## config.mk

```make
export PLATFORM = sky130hd
export DESIGN_NAME = seg_capture
export DESIGN_NICKNAME = d
export VERILOG_FILES = /design/src/rtl/seg_capture.sv
export SDC_FILE = /design/constraint.sdc
export NUM_CORES = 1
export LEC_CHECK = 0
export ABC_AREA = 1
export CAP_MARGIN = 20
export CORE_UTILIZATION = 54
export CTS_CLUSTER_DIAMETER = 150
export DETAILED_ROUTE_END_ITERATION = 8
export PLACE_DENSITY = 0.82
export REMOVE_ABC_BUFFERS = 1
export SLEW_MARGIN = 40
export SYNTH_ARGS = -nofsm -noshare
export SYNTH_HDL_FRONTEND = slang
export SYNTH_SLANG_ARGS = --single-unit
```

## constraint.sdc

```tcl
create_clock -name clk -period 2.8 [get_ports clk]
set_clock_uncertainty 0.2 [all_clocks]
set_input_delay 0.42 -clock clk [delete_from_list [all_inputs] [get_ports clk]]
set_output_delay 0.42 -clock clk [all_outputs]
set_load 0.1 [all_outputs]
```

## src/rtl/seg_capture.sv

```systemverilog
// Recovers the BCD value shown on each digit of a multiplexed, active-low
// seven-segment bus, with synchronisation, glitch rejection and frame strobes.
module seg_capture #(
  parameter int NDIG       = 4,
  parameter int STABLE_CYC = 4
) (
  input  logic              clk,
  input  logic              reset_n,
  input  logic [NDIG-1:0]   an,
  input  logic [6:0]        segs,
  output logic [4*NDIG-1:0] digits,
  output logic [NDIG-1:0]   digit_valid,
  output logic [NDIG-1:0]   err,
  output logic              update,
  output logic              frame_done
);

  localparam int W  = NDIG + 7;
  localparam int CW = $clog2(STABLE_CYC + 1);
  localparam logic [CW-1:0] CMAX = CW'(STABLE_CYC);

  logic [W-1:0]    sync1_reg, sync2_reg;
  logic [CW-1:0]   cnt_reg, cnt_next;
  logic [NDIG-1:0] seen_reg, seen_or, seen_next;
  logic [NDIG-1:0] cap_an, zero_mask, hit, chg;
  logic [6:0]      cap_segs;
  logic            same, cap_time, single, cap_ok;
  logic [3:0]      nib;
  logic            bad;

  // sync1 holds the value that becomes s on this edge, so the count tracks s.
  assign same      = (sync1_reg == sync2_reg);
  assign cap_an    = sync1_reg[W-1:7];
  assign cap_segs  = sync1_reg[6:0];
  assign zero_mask = ~cap_an;
  assign single    = (zero_mask != '0) && ((zero_mask & (zero_mask - NDIG'(1))) == '0);

  always_comb begin
    cnt_next = cnt_reg;
    if (!same) begin
      cnt_next = CW'(1);
    end else if (cnt_reg != CMAX) begin
      cnt_next = cnt_reg + CW'(1);
    end
  end

  // A change that restarts the run at the maximum still counts as reaching it.
  assign cap_time = (cnt_next == CMAX) && (!same || (cnt_reg != CMAX));
  assign cap_ok   = cap_time && single;

  always_comb begin
    bad = 1'b0;
    case (cap_segs)
      7'h40:   nib = 4'h0;
      7'h79:   nib = 4'h1;
      7'h24:   nib = 4'h2;
      7'h30:   nib = 4'h3;
      7'h19:   nib = 4'h4;
      7'h12:   nib = 4'h5;
      7'h02:   nib = 4'h6;
      7'h78:   nib = 4'h7;
      7'h00:   nib = 4'h8;
      7'h18:   nib = 4'h9;
      7'h7F:   nib = 4'hF;
      default: begin
        nib = 4'hE;
        bad = 1'b1;
      end
    endcase
  end

  generate
    for (genvar gi = 0; gi < NDIG; gi++) begin : g_dig
      assign hit[gi] = cap_ok && zero_mask[gi];
      assign chg[gi] = hit[gi] && ((digits[4*gi +: 4] != nib) || (err[gi] != bad));
    end
  endgenerate

  assign seen_or   = seen_reg | hit;
  assign seen_next = (cap_ok && (&seen_or)) ? '0 : seen_or;

  always_ff @(posedge clk or negedge reset_n) begin
    if (!reset_n) begin
      sync1_reg <= '1;
      sync2_reg <= '1;
      cnt_reg   <= '0;
    end else begin
      sync1_reg <= {an, segs};
      sync2_reg <= sync1_reg;
      cnt_reg   <= cnt_next;
    end
  end

  always_ff @(posedge clk or negedge reset_n) begin
    if (!reset_n) begin
      digits      <= '0;
      digit_valid <= '0;
      err         <= '0;
      update      <= 1'b0;
      frame_done  <= 1'b0;
      seen_reg    <= '0;
    end else begin
      for (int i = 0; i < NDIG; i++) begin
        if (hit[i]) begin
          digits[4*i +: 4] <= nib;
          err[i]           <= bad;
          digit_valid[i]   <= 1'b1;
        end
      end
      update     <= |chg;
      frame_done <= cap_ok && (&seen_or);
      seen_reg   <= seen_next;
    end
  end

endmodule

```

Word-level counts from Yosys, hierarchy flattened
Cells that the tools add are included.

Logic and storage cells: 73. Register bits after elaboration: 55. Bits of input ports: 13. Output and inout bits: 26.

Equal/unequal tests: 21. Add/sub/neg operators: 2. Muxes and demuxes: 5. Reductions and logical operators: 24. Bitwise operators: 3.

Operators by type and width (number): 4-bit one-hot mux with 11 select lines (1); 7-bit == test, second input constant (4); 7-bit by 5-bit == test with 1-bit output, second input constant (3); 4-bit inequality test (4); 7-bit by 6-bit == test with 1-bit output, second input constant (2); 1-bit logical AND (12); 11-bit == test (1); 11-bit OR reduction (1); 7-bit by 2-bit == test with 1-bit output, second input constant (1); 7-bit zero test (1); 3-bit two-way mux (2); 1-bit logical OR (5); 4-bit AND (1); 4-bit zero test (1); 4-bit two-way mux (1); 1-bit inequality test (4); 4-bit NOT (1); 4-bit bitwise OR (1); 4-bit AND reduction (1); 4-bit nonzero test (1); 4-bit OR reduction (1); 4-bit by 1-bit subtractor with 4-bit output, second input constant (1); 3-bit by 1-bit adder with 3-bit output, second input constant (1); 3-bit == test, second input constant (1); other kinds (3) (3).

Longest topological paths before layout
Depth after elaboration: 11. Mapped depth: 18. Depth with buffers taken out: 17.

Worst setup path after synthesis
OpenSTA, ideal clock, no wires.

Path type: register to register. Start: reg sync1_reg[0]. End: reg update. Cell stages (with the launch flop): 18. Arrival time: 1.732 ns. Buffers on the path: 0. Clock period less this slack: 2.048 ns. Library setup time: 0.116 ns. Data required time: 2.484 ns. Setup slack: 0.752 ns. Path through: dfstp_2 > inv_1 > nand2_2 > nor2_1 > nand2_1 > nand2_1 > nor2_4 > nand2_1 > inv_2 > nand2_1 > nand2_1 > nand2_1 > nor2_1 > nand2_1 > nand2_1 > nand2_1 > inv_1 > nand2_1.

Longest elaborated chain between the ends: 8. Elaborated cells between the ends (all ways): 42. Those cells by class: eq/ne (20); mux (3); reduce/logical (19).

RTL lines: start, declared (RTL line 22) `logic [W-1:0] sync1_reg, sync2_reg;`; start signal, assigned (RTL line 88) `sync1_reg <= {an, segs};`; parallel branches: the longest is 7 deep, another holds 4-bit one-hot mux with 11 select lines; 4-bit OR reduction (*) (RTL line 110) `update <= |chg;`; end signal, assigned (RTL line 110); end, declared (RTL line 14) `output logic update,`.

Mark *: on every way between the ends. A chain may end at the register's enable or synchronous reset.

Worst setup path after layout
Start: reg sync1_reg[6]. End: reg seen_reg[1].

Longest elaborated chain between the ends: 10. Elaborated cells between the ends (all ways): 15. Those cells by class: eq/ne (2); mux (2); bitwise (1); reduce/logical (10).

RTL lines: 11-bit == test (*) (RTL line 32) `assign same = (sync1_reg == sync2_reg);`; 3-bit two-way mux / 1-bit zero test (equally long branches) (RTL line 40, 48); 3-bit == test / 1-bit logical OR (equally long branches) (RTL line 48) `assign cap_time = (cnt_next == CMAX) && (!same || (cnt_reg != CMAX));`; 1-bit logical AND (*) (RTL line 48); 1-bit logical AND (*) (RTL line 49) `assign cap_ok = cap_time && single;`; 1-bit logical AND (RTL line 74) `assign hit[gi] = cap_ok && zero_mask[gi];`; 4-bit bitwise OR (RTL line 79) `assign seen_or = seen_reg | hit;`; 4-bit AND reduction (RTL line 80) `assign seen_next = (cap_ok && (&seen_or)) ? '0 : seen_or;`; 1-bit logical AND (RTL line 80); 4-bit two-way mux (*) (RTL line 80); via seen_next[1] (RTL line 24) `logic [NDIG-1:0] seen_reg, seen_or, seen_next;`; end signal, assigned (RTL line 112) `seen_reg <= seen_next;`; end, declared (RTL line 24).

Mark *: on every way through the listed nets, which the timed path passes. The rest lies on a longest branch.

==> metrics.csv <==
metric,value,unit
min Tclk post-route,2320,ps
status,completed,
number of cell rows,25,
H-tree Lvls,2,
largest net degree at the start of global routing,36,
share of layout cells above drive strength 1,0.219,
CTS sink cnt,55,
drt drc,0,
first-pass GRT wire length,9.23,mm
Fin Hold WS,192,ps
Critical Path Fanout Max,13,
largest cells by area after synthesis,"dfrtp_1 (29%), dfstp_2 (20%), nand2_1 (16%)",
cts bufs inserted,5,
ys flop type,dfrtp_1,
vias in the first global route,2053,
fmax,431,MHz
Area Growth Syn to Fin,16.6,%
Setup Crit Path Kind,flip-flop to flip-flop,
VDD IR max,0.271,mV
Worst Path Required,2790,ps
multi-input logic area,0.00116,sq mm
share of the synthesized area in the top cell type,0.292,
Antenna Cells,0,
WL final,5.40,mm
Post-DRT Antenna Nets,0,
root buffer cell,clkbuf_8,
fillers,410,
vias per std cell,4.84,
Leakage,1.74,nW
GP Congestion,0.930,
"Async S/R FF share, synth",1.00,
fin crit share,0.829,
Nets,416,
initial antenna violation count,0,
most frequent cell after synthesis,nand2_1,
synthesized flop and latch total,55,
post-synthesis cell type count,31,
Ports,39,
Tot GR Track Use,0.222,
cell taking the most area after synthesis,dfrtp_1,
die footprint,0.00553,sq mm
Routed wire per std cell,11.5,um
Setup crit start kind,flip-flop,
top post-synthesis cells by count,"nand2_1 (117), inv_1 (53), nor2_1 (35)",
post-place instance area,0.00321,sq mm
final setup vio count,0,
Chip Height,74.4,um
die width,74.4,um
drt pass-1 iters,4,
RSZ-0062 raised after global routing,no,
Seq. cell area,0.00140,sq mm
Post-synth EDFFs,0,
mapped cell area,0.00283,sq mm
fin worst setup slack,479,ps
Slew @ Worst Pin,514,ps
hold crit path type,flip-flop to flip-flop,
CP Capture Type,flip-flop,
max cap viols,0,
total grt overflow,0,
Max transition margin,0.657,
TritonCTS clock tree,done,
post-detail-place hpwl,4.03,mm
number of flip-flops in the largest register,16,
pre-CTS setup slack,482,ps
Worst-Skew Late Latency,300,ps
DR iter-0 viols,117,
Post-CTS Setup Bufs,0,
sequential-to-total area share from yosys stat,0.496,
DR vias,2271,
Setup Total Neg Slack,0,ps
core area,0.00488,sq mm
starting density of the core,0.579,
clock buffer depth,2,
"Avg Cell Area, Syn",7.92,sq um
endpoints failing hold,0,
clock-pin slew on the worst setup and hold paths,90,ps
Tot Pwr,1.36,mW
Power Density,413,mW/mm^2
I/O Buffers,38,
cell area after layout,0.00330,sq mm
WP data arrival,2310,ps
Yosys warnings,0,
Syn Inst Count,357,
Final Max Slew Viols,0,
through the flow:
step	util	cells
after detailed placement	0.657	460
after global placement	0.657	460
after CTS	0.676	469
final	0.676	469
after global routing	0.676	469
after floorplan	-	351
cell type report:
cell class	instances	share of cell area
timing repair buffer	43	0.106
inverter	57	0.0649
clock buffer	7	0.0231
sequential	55	0.426
clock inverter	1	0.00152
tap	67	0.0254
multi-input combinational	239	0.353
cells by family after synthesis:
| group | after synthesis | share of synthesized area |
|---|---|---|
| AOI/OAI and AO/OA | 27 | 0.0500 |
| buffers and inverters | 63 | 0.0916 |
| xor gates and xnor gates | 11 | 0.0341 |
| DFF | 55 | 0.496 |
| and+or+nand+nor | 199 | 0.319 |
| adders and majority gates | 2 | 0.00885 |
placed cells by master (no fill, tap or decap):
master / instances
nand3_2: 1
clkbuf_8: 5
nor3_2: 1
o211ai_1: 1
xor2_1: 6
a21oi_1: 3
nand3_4: 1
nand2_2: 5
or2_2: 7
dfrtp_1: 33
o21bai_1: 1
nor2_4: 3
xnor2_1: 5
inv_2: 4
nor2_1: 35
nand4_4: 1
inv_1: 53
nor3_1: 4
dlygate4sd3_1: 1
nand2_1: 117
a31oi_1: 1
o21ai_0: 20
clkbuf_1: 2
nor3b_4: 1
buf_2: 1
ha_1: 2
o21ai_1: 1
nand4_1: 2
dfstp_2: 22
nand3_1: 15
or2_0: 1
clkdlybuf4s50_1: 11
nor2_2: 5
buf_4: 30
clkinv_2: 1
where the power goes:
part           internal [mW]  switching (mW)
logic                 0.0412          0.0631
clock network          0.176           0.241
registers              0.824          0.0184
critical path, stage by stage (launching register included):
cell     delay [ps]
dfstp_2         620
xnor2_1         150
nand3_1         110
nor2_2          240
nand4_4         180
nor2_2          110
buf_4           190
inv_1            50
nand2_1          80
nand3_2          90
o21ai_0         110
inv_1            70
layer usage:
metal | track usage | up-vias | part of all wire | routed length (um)
met5 | 0 | - | 0 | 0
met4 | 0.0713 | 0 | 0.012 | 64
met3 | 0.0461 | 7 | 0.042 | 229
met2 | 0.361 | 42 | 0.47 | 2530
met1 | 0.298 | 1056 | 0.48 | 2580
li1 | - | 1166 | - | -
worst paths after layout:
check                              from              to  slack, ps  cells after the start
setup / recovery           sync1_reg[6]     seen_reg[1]        480                     11
hold / removal             sync1_reg[0]    sync2_reg[0]        190                      0
setup reg to reg           sync1_reg[6]     seen_reg[1]        480                     11
hold reg to reg            sync1_reg[0]    sync2_reg[0]        190                      0
max in group asynchronous       reset_n    sync1_reg[9]       1200                      3
min in group asynchronous       reset_n  digit_valid[1]        380                      2
repair_timing:
action | CTS | global route
hold endpoints to repair | 15 | 0
resized for setup | 0 | 0
hold buffers | 1 | 0
Note: power is estimated with default switching activity, not from simulation.
